==> config.mk <==
export PLATFORM = sky130hd
export DESIGN_NAME = pedge_8
export DESIGN_NICKNAME = d
export VERILOG_FILES = /design/src/rtl/pedge_8.sv
export SDC_FILE = /design/constraint.sdc
export NUM_CORES = 1
export LEC_CHECK = 0
export CAP_MARGIN = 10
export CORE_AREA = 2 2 39 41
export CTS_CLUSTER_DIAMETER = 120
export DETAILED_ROUTE_END_ITERATION = 10
export DIE_AREA = 0 0 41 43
export PLACE_DENSITY = 0.65
export SYNTH_ARGS = -nofsm -noshare
export SYNTH_HDL_FRONTEND = slang
export SYNTH_SLANG_ARGS = --single-unit
==> constraint.sdc <==
create_clock -name clk -period 1.7 [get_ports clk]
set_clock_uncertainty 0.1 [all_clocks]
set_input_delay 0.255 -clock clk [delete_from_list [all_inputs] [get_ports clk]]
set_output_delay 0.255 -clock clk [all_outputs]
set_load 0.02 [all_outputs]
==> src/rtl/pedge_8.sv <==
// Per-bit rising-edge detector: pedge[i] pulses for one cycle after in[i]
// is first sampled high following a low sample. Output is fully registered.
module pedge_8 #(
    parameter int unsigned WIDTH = 8
) (
    input  logic             clk,
    input  logic [WIDTH-1:0] in,
    output logic [WIDTH-1:0] pedge,
    input  logic             rst
);

    logic [WIDTH-1:0] prev;

    // prev tracks in even during reset, so a bit already high at release
    // is treated as "seen" and cannot produce a spurious pulse.
    always_ff @(posedge clk) begin
        prev <= in;
        if (rst) begin
            pedge <= '0;
        end else begin
            pedge <= in & ~prev;
        end
    end

endmodule

==> results of run 1 <==
-- power by group through the flow --
| stage | registers, uW | clock network [uW] | logic, uW |
|---|---|---|---|
| 5_1_grt | 401 | 273 | 64.8 |
| 3_5_place_dp | 408 | 0 | 61.2 |
| 2_1_floorplan | 416 | 0 | 14.9 |
| 4_1_cts | 399 | 259 | 61.7 |
| 3_3_place_gp | 407 | 0 | 59.0 |
| 6_report | 399 | 250 | 60.9 |
-- state kept, by name (all words and copies together) (netlist names) --
| name | flops |
|---|---|
| prev | 8 |
| pedge | 8 |
-- cells in the mapped netlist, drive strengths merged --
master	count	area, sq um
buf	1	11.3
dfxtp	16	320
nor3b	8	100
-- stage by stage --
| stage | utilization, % | setup slack [ns] | area [sq um] | instances |
|---|---|---|---|---|
| final | 46.7 | 0.112 | 647 | 61 |
| after global routing | 46.7 | 0.0624 | 647 | 61 |
| after detailed placement | 44.1 | 0.334 | 611 | 57 |
| after floorplan | - | 0.950 | 432 | 25 |
| after CTS | 46.7 | 0.0921 | 647 | 61 |
| after global placement | 44.1 | 0.353 | 611 | 57 |
-- layout by cell type, fill, tap and decap left out --
cell type and n:
sky130_fd_sc_hd__nor3b_2 8, sky130_fd_sc_hd__clkbuf_8 1, sky130_fd_sc_hd__clkbuf_4 3, sky130_fd_sc_hd__clkdlybuf4s50_1 17, sky130_fd_sc_hd__dfxtp_1 16
-- cell families (layout without fill, tap and decap cells) --
| kind of cell | count (synthesis) | in the layout | synth area share [%] |
|---|---|---|---|
| flops | 16 | 16 | 74.2 |
| simple gates | 8 | 8 | 23.2 |
| buf+inv | 1 | 21 | 2.61 |
-- worst paths after layout --
kind	startpoint	end	slack [ns]
max	pedge[0]	pedge[0]	0.11
min	prev[4]	pedge[4]	0.31
max reg2reg	prev[2]	pedge[2]	1.04
min reg2reg	prev[4]	pedge[4]	0.31
-- final cells by class --
class	instances	area, sq um
clock buffer	4	36.3
fill	126	737
multi-input combinational	8	100
sequential	16	320
tap	16	20.0
timing repair buffer	17	170
-- layer usage --
layer	global-route usage, %	share of wire, %	up-vias
met5	0	0	-
met4	16.0	4.9	0
met3	1.57	3.0	4
met2	15.9	56	10
met1	12.6	36	116
li1	-	-	121
==> impl_metrics.toml, run 1 <==
[run_status]
outcome = "complete, no violations"

[floorplanning]
design.portCount = 18
rows = 14
die_area_sq_mm = 0.00176
starting_utilization_of_the_core_area_pct = 31.2
core_region_area_sq_mm = 0.00138
die_y_um = 43
die-width_um = 41

[route]
vias_per_cell = 4.11
drt_iter0_drc = 0
drt_drc = 0
number_of_nets_with_antenna_violations_after_routing = 0
dr.pass1.iters = 1
totalWireLength_um = 788
routed_wire_length_per_instance_um = 12.9
vias = 251

[power_and_ir_drop]
irDropWorstVdd_mv = 0.439
intPower_uw = 561
power.net_switching_uw = 148
p_per_area_mw_per_mm2 = 1100
share_comb_of_total_power_pct = 8.6
leakage_uw = 0.000242
power.share.switching_pct = 20.9
share_seq_of_total_power_pct = 56.2
clock_power_share_pct = 35.2
report.power.total_uw = 709

[sta]
post-route-period-util_pct = 93.4
clock.fmax_mhz = 630
slew_headroom_pct = 68.0
finalWorstPathRequiredPeriod_ns = 1.59
tightestPinTransition_ns = 0.478
timing.final.hold_violations = 0
grt_setup_unrepaired = "false"
setup-tns-final_ns = 0
final_max_slew_violation_count = 0
final_setup_fails = 0
finalHoldWorstSlack_ns = 0.306

[setup_path]
reg2reg_depth = 1
critical_path.max_stage_delay_ns = 0.61
ordered_list_of_cells_on_the_worst_path = "clkdlybuf4s50_1"
cp.buffers_inverters = 1
worst_ep_arrival_time_ns = 1.23
critical_path.slowest_cell = "sky130_fd_sc_hd__clkdlybuf4s50_1"
critPathKind = "flop to output pin"
critPathTopFamily = "buffers and inverters"
cp_num_cells = 1
critPathMaxFanout = 1
setup.worst_path.end_class = "output pin"
required_ns = 1.34
critPathLaunchType = "flop"

[clock_network]
clk-insertion-delay-late_ns = 0.29
cts_buffers = 3
cts.path.max_buffers = 2
h-tree-depth = 1
buffer_cell_driving_the_clock_tree_root = "sky130_fd_sc_hd__clkbuf_4"
cts_hold_buf = 0
clock_net_sink_count = 16
worst_setup_hold_path_clk_slew_ns = 0.09
cts_resized = 0
setup_fix_bufs_post_cts = 0
cts_tree = "done"

[logic_synthesis]
ys_seq_area_share_pct = 74.2
netlist-cell-type-count = 3
synthesis.nets = 35
yosys_warnings = 0
synthesis.instances = 25
avgSynthCellArea_sq_um = 17.3
mapped_cell_area_sq_um = 432
register_bit_total_from_synthesis = 16

[placed_design]
gp_routability_congestion = 0.586
buffer_ports.inserted = 17

[grt]
globalRouteOverflowTotal = 0
grt_use_total_pct = 11.8
number_of_global_route_vias_before_repair = 264
grt_start_max_net_pins = 10
grt_antenna_before_repair = 0
grt_pass1_wl_um = 1230

[worst_hold_path]
hold_crit_path_type = "flop to flop"
worstHoldPathCells = 1

[final_layout]
number_of_inserted_diodes = 0
finalNetCount = 56
drive_gt1_share_pct = 26.7
layout-area-overhead-vs-synth_pct = 49.9

[run]
max-cap-violations = 0
Note: power is estimated with default switching activity, not from simulation.
==> run 2: changes to the inputs <==
--- a/config.mk
+++ b/config.mk
@@ -11,6 +11,7 @@
 export DETAILED_ROUTE_END_ITERATION = 10
 export DIE_AREA = 0 0 41 43
 export PLACE_DENSITY = 0.65
+export SLEW_MARGIN = 20
 export SYNTH_ARGS = -nofsm -noshare
 export SYNTH_HDL_FRONTEND = slang
 export SYNTH_SLANG_ARGS = --single-unit
==> constraint.sdc (replaced) <==
create_clock -name clk -period 1.99 [get_ports clk]
set_clock_uncertainty 0.1 [all_clocks]
set_input_delay 0.2985 -clock clk [delete_from_list [all_inputs] [get_ports clk]]
set_output_delay 0.2985 -clock clk [all_outputs]
set_load 0.02 [all_outputs]
==> results of run 2 <==
The final DEF is identical to that of run 1. Status: complete, no violations.
Among the figures that moved: setup slack after placement 0.334 ns -> 0.580 ns; setup slack after layout 0.112 ns -> 0.358 ns; register-to-register setup slack 1.04 ns -> 1.33 ns; total power 709 uW -> 606 uW; worst IR drop on VDD 0.439 mV -> 0.375 mV
==> run 3: changes to the inputs <==
--- a/config.mk
+++ b/config.mk
@@ -10,7 +10,7 @@
 export CTS_CLUSTER_DIAMETER = 120
 export DETAILED_ROUTE_END_ITERATION = 10
 export DIE_AREA = 0 0 41 43
-export PLACE_DENSITY = 0.65
+export PLACE_DENSITY = 0.67
 export SLEW_MARGIN = 20
 export SYNTH_ARGS = -nofsm -noshare
 export SYNTH_HDL_FRONTEND = slang
==> constraint.sdc (replaced) <==
create_clock -name clk -period 1.5 [get_ports clk]
set_clock_uncertainty 0.1 [all_clocks]
set_input_delay 0.225 -clock clk [delete_from_list [all_inputs] [get_ports clk]]
set_output_delay 0.225 -clock clk [all_outputs]
set_load 0.02 [all_outputs]
==> impl_metrics.toml, run 3 (synthesis results as in run 1) <==
[clock_network]
cts_tree = "done"
cts.path.max_buffers = 2
cts_resized = 8
clock_net_sink_count = 16
setup_fix_bufs_post_cts = 0
h-tree-depth = 1
cts_hold_buf = 0
cts_buffers = 3
clk-insertion-delay-late_ns = 0.28
buffer_cell_driving_the_clock_tree_root = "sky130_fd_sc_hd__clkbuf_4"
worst_setup_hold_path_clk_slew_ns = 0.09

[setup_path]
critPathMaxFanout = 1
worst_ep_arrival_time_ns = 0.94
critPathTopFamily = "flip-flops"
setup.worst_path.start = "pedge[6]"
regToRegSetupSlack_ns = 0.83
cp_num_cells = 1
critPathLaunchType = "flop"
cp.buffers_inverters = 1
ordered_list_of_cells_on_the_worst_path = "dlygate4sd2_1"
worst_r2r_startpoint = "prev[6]"
critical_path.slowest_cell = "sky130_fd_sc_hd__dfxtp_1"
required_ns = 1.17
critical_register_to_register_path_endpoint = "pedge[6]"
critPathKind = "flop to output pin"
setup.worst_path.end_class = "output pin"
critical_path.endpoint = "pedge[6]"
critical_path.max_stage_delay_ns = 0.33
reg2reg_depth = 1

[run_status]
outcome = "complete, no violations"

[power_and_ir_drop]
p_per_area_mw_per_mm2 = 1220
leakage_uw = 0.000279
irDropWorstVdd_mv = 0.668

[grt]
grt_use_total_pct = 11.2
grt_pass1_wl_um = 1150
globalRouteOverflowTotal = 0
grt_antenna_before_repair = 0
grt_start_max_net_pins = 10
number_of_global_route_vias_before_repair = 244

[route]
number_of_nets_with_antenna_violations_after_routing = 0
vias_per_cell = 4.06
routed_wire_length_per_instance_um = 12.9
totalWireLength_um = 797
vias = 252
drt_iter0_drc = 2
drt_drc = 0
dr.pass1.iters = 2

[placed_design]
post_dp_cell_area_sq_um = 618
place.detailed.hpwl_um = 595
buffer_ports.inserted = 17
gp_routability_congestion = 0.584

[final_layout]
layout-area-overhead-vs-synth_pct = 49.3
final_std_cell_area_no_fill_sq_um = 644
layout_commonest_cell = "sky130_fd_sc_hd__dfxtp_1"
drive_gt1_share_pct = 28.3
number_of_inserted_diodes = 0
mostFrequentLayoutCells = "sky130_fd_sc_hd__dfxtp_1, sky130_fd_sc_hd__clkdlybuf4s50_1, sky130_fd_sc_hd__nor3b_2, sky130_fd_sc_hd__dlygate4sd2_1, sky130_fd_sc_hd__clkbuf_4"
largest_registers = "pedge (8), prev (8)"
finalNetCount = 57

[floorplanning]
die_y_um = 43
starting_utilization_of_the_core_area_pct = 31.2
die_area_sq_mm = 0.00176
rows = 14
die-width_um = 41
design.portCount = 18
core_region_area_sq_mm = 0.00138

[sta]
final_max_slew_violation_count = 0
setup-tns-final_ns = 0
final_setup_fails = 0
post-route-period-util_pct = 84.3
finalHoldWorstSlack_ns = 0.304
grt_setup_unrepaired = "false"
finalWorstPathRequiredPeriod_ns = 1.26
timing.final.hold_violations = 0
tightestPinTransition_ns = 0.207
clock.fmax_mhz = 791
slew_headroom_pct = 86.2

[run]
max-cap-violations = 0

[worst_hold_path]
hold_crit_path_type = "input port to flop"
## run 3: worst min path at each step
stage,startpoint,to,slack (ns),cells after the start
after floorplan,in[0],prev[0],0.15,0
after global placement,prev[5],pedge[5],0.30,1
after detailed placement,prev[7],pedge[7],0.30,1
after CTS,in[0],prev[0],0.29,1
after global routing,in[1],prev[1],0.30,1
final,in[0],prev[0],0.30,1
## run 3: stage by stage
| step | power [uW] | cells | setup WS (ns) | utilization [%] |
|---|---|---|---|---|
| CTS | 803 | 62 | 0.209 | 46.6 |
| detailed placement | 534 | 58 | 0.261 | 44.7 |
| global placement | 530 | 58 | 0.295 | 44.7 |
| finish | 785 | 62 | 0.236 | 46.6 |
| global route | 829 | 62 | 0.175 | 46.6 |
| floorplan | 489 | 25 | 0.780 | - |
## run 3: area by class of cell
cell class,count,area [sq um]
Clock buffer,4,36.3
Fill cell,123,739
Multi-Input combinational cell,8,100
Sequential cell,16,320
Tap cell,16,20.0
Timing Repair Buffer,18,168
## run 3: routing by layer
metal	up-vias	routed length (um)	track usage [%]
li1	125	-	-
met1	117	326	11.1
met2	10	417	16.6
met3	0	52	9.42
met4	0	0	4.00
met5	-	0	0
## run 3: power by group
group | leakage [uW] | internal (uW) | total [uW] | switching, uW
Combinational | 0.000125 | 38.8 | 64.8 | 26.0
Clock | 0.0000210 | 148 | 268 | 121
Sequential | 0.000133 | 445 | 452 | 7.60
Total | 0.000279 | 631 | 785 | 154
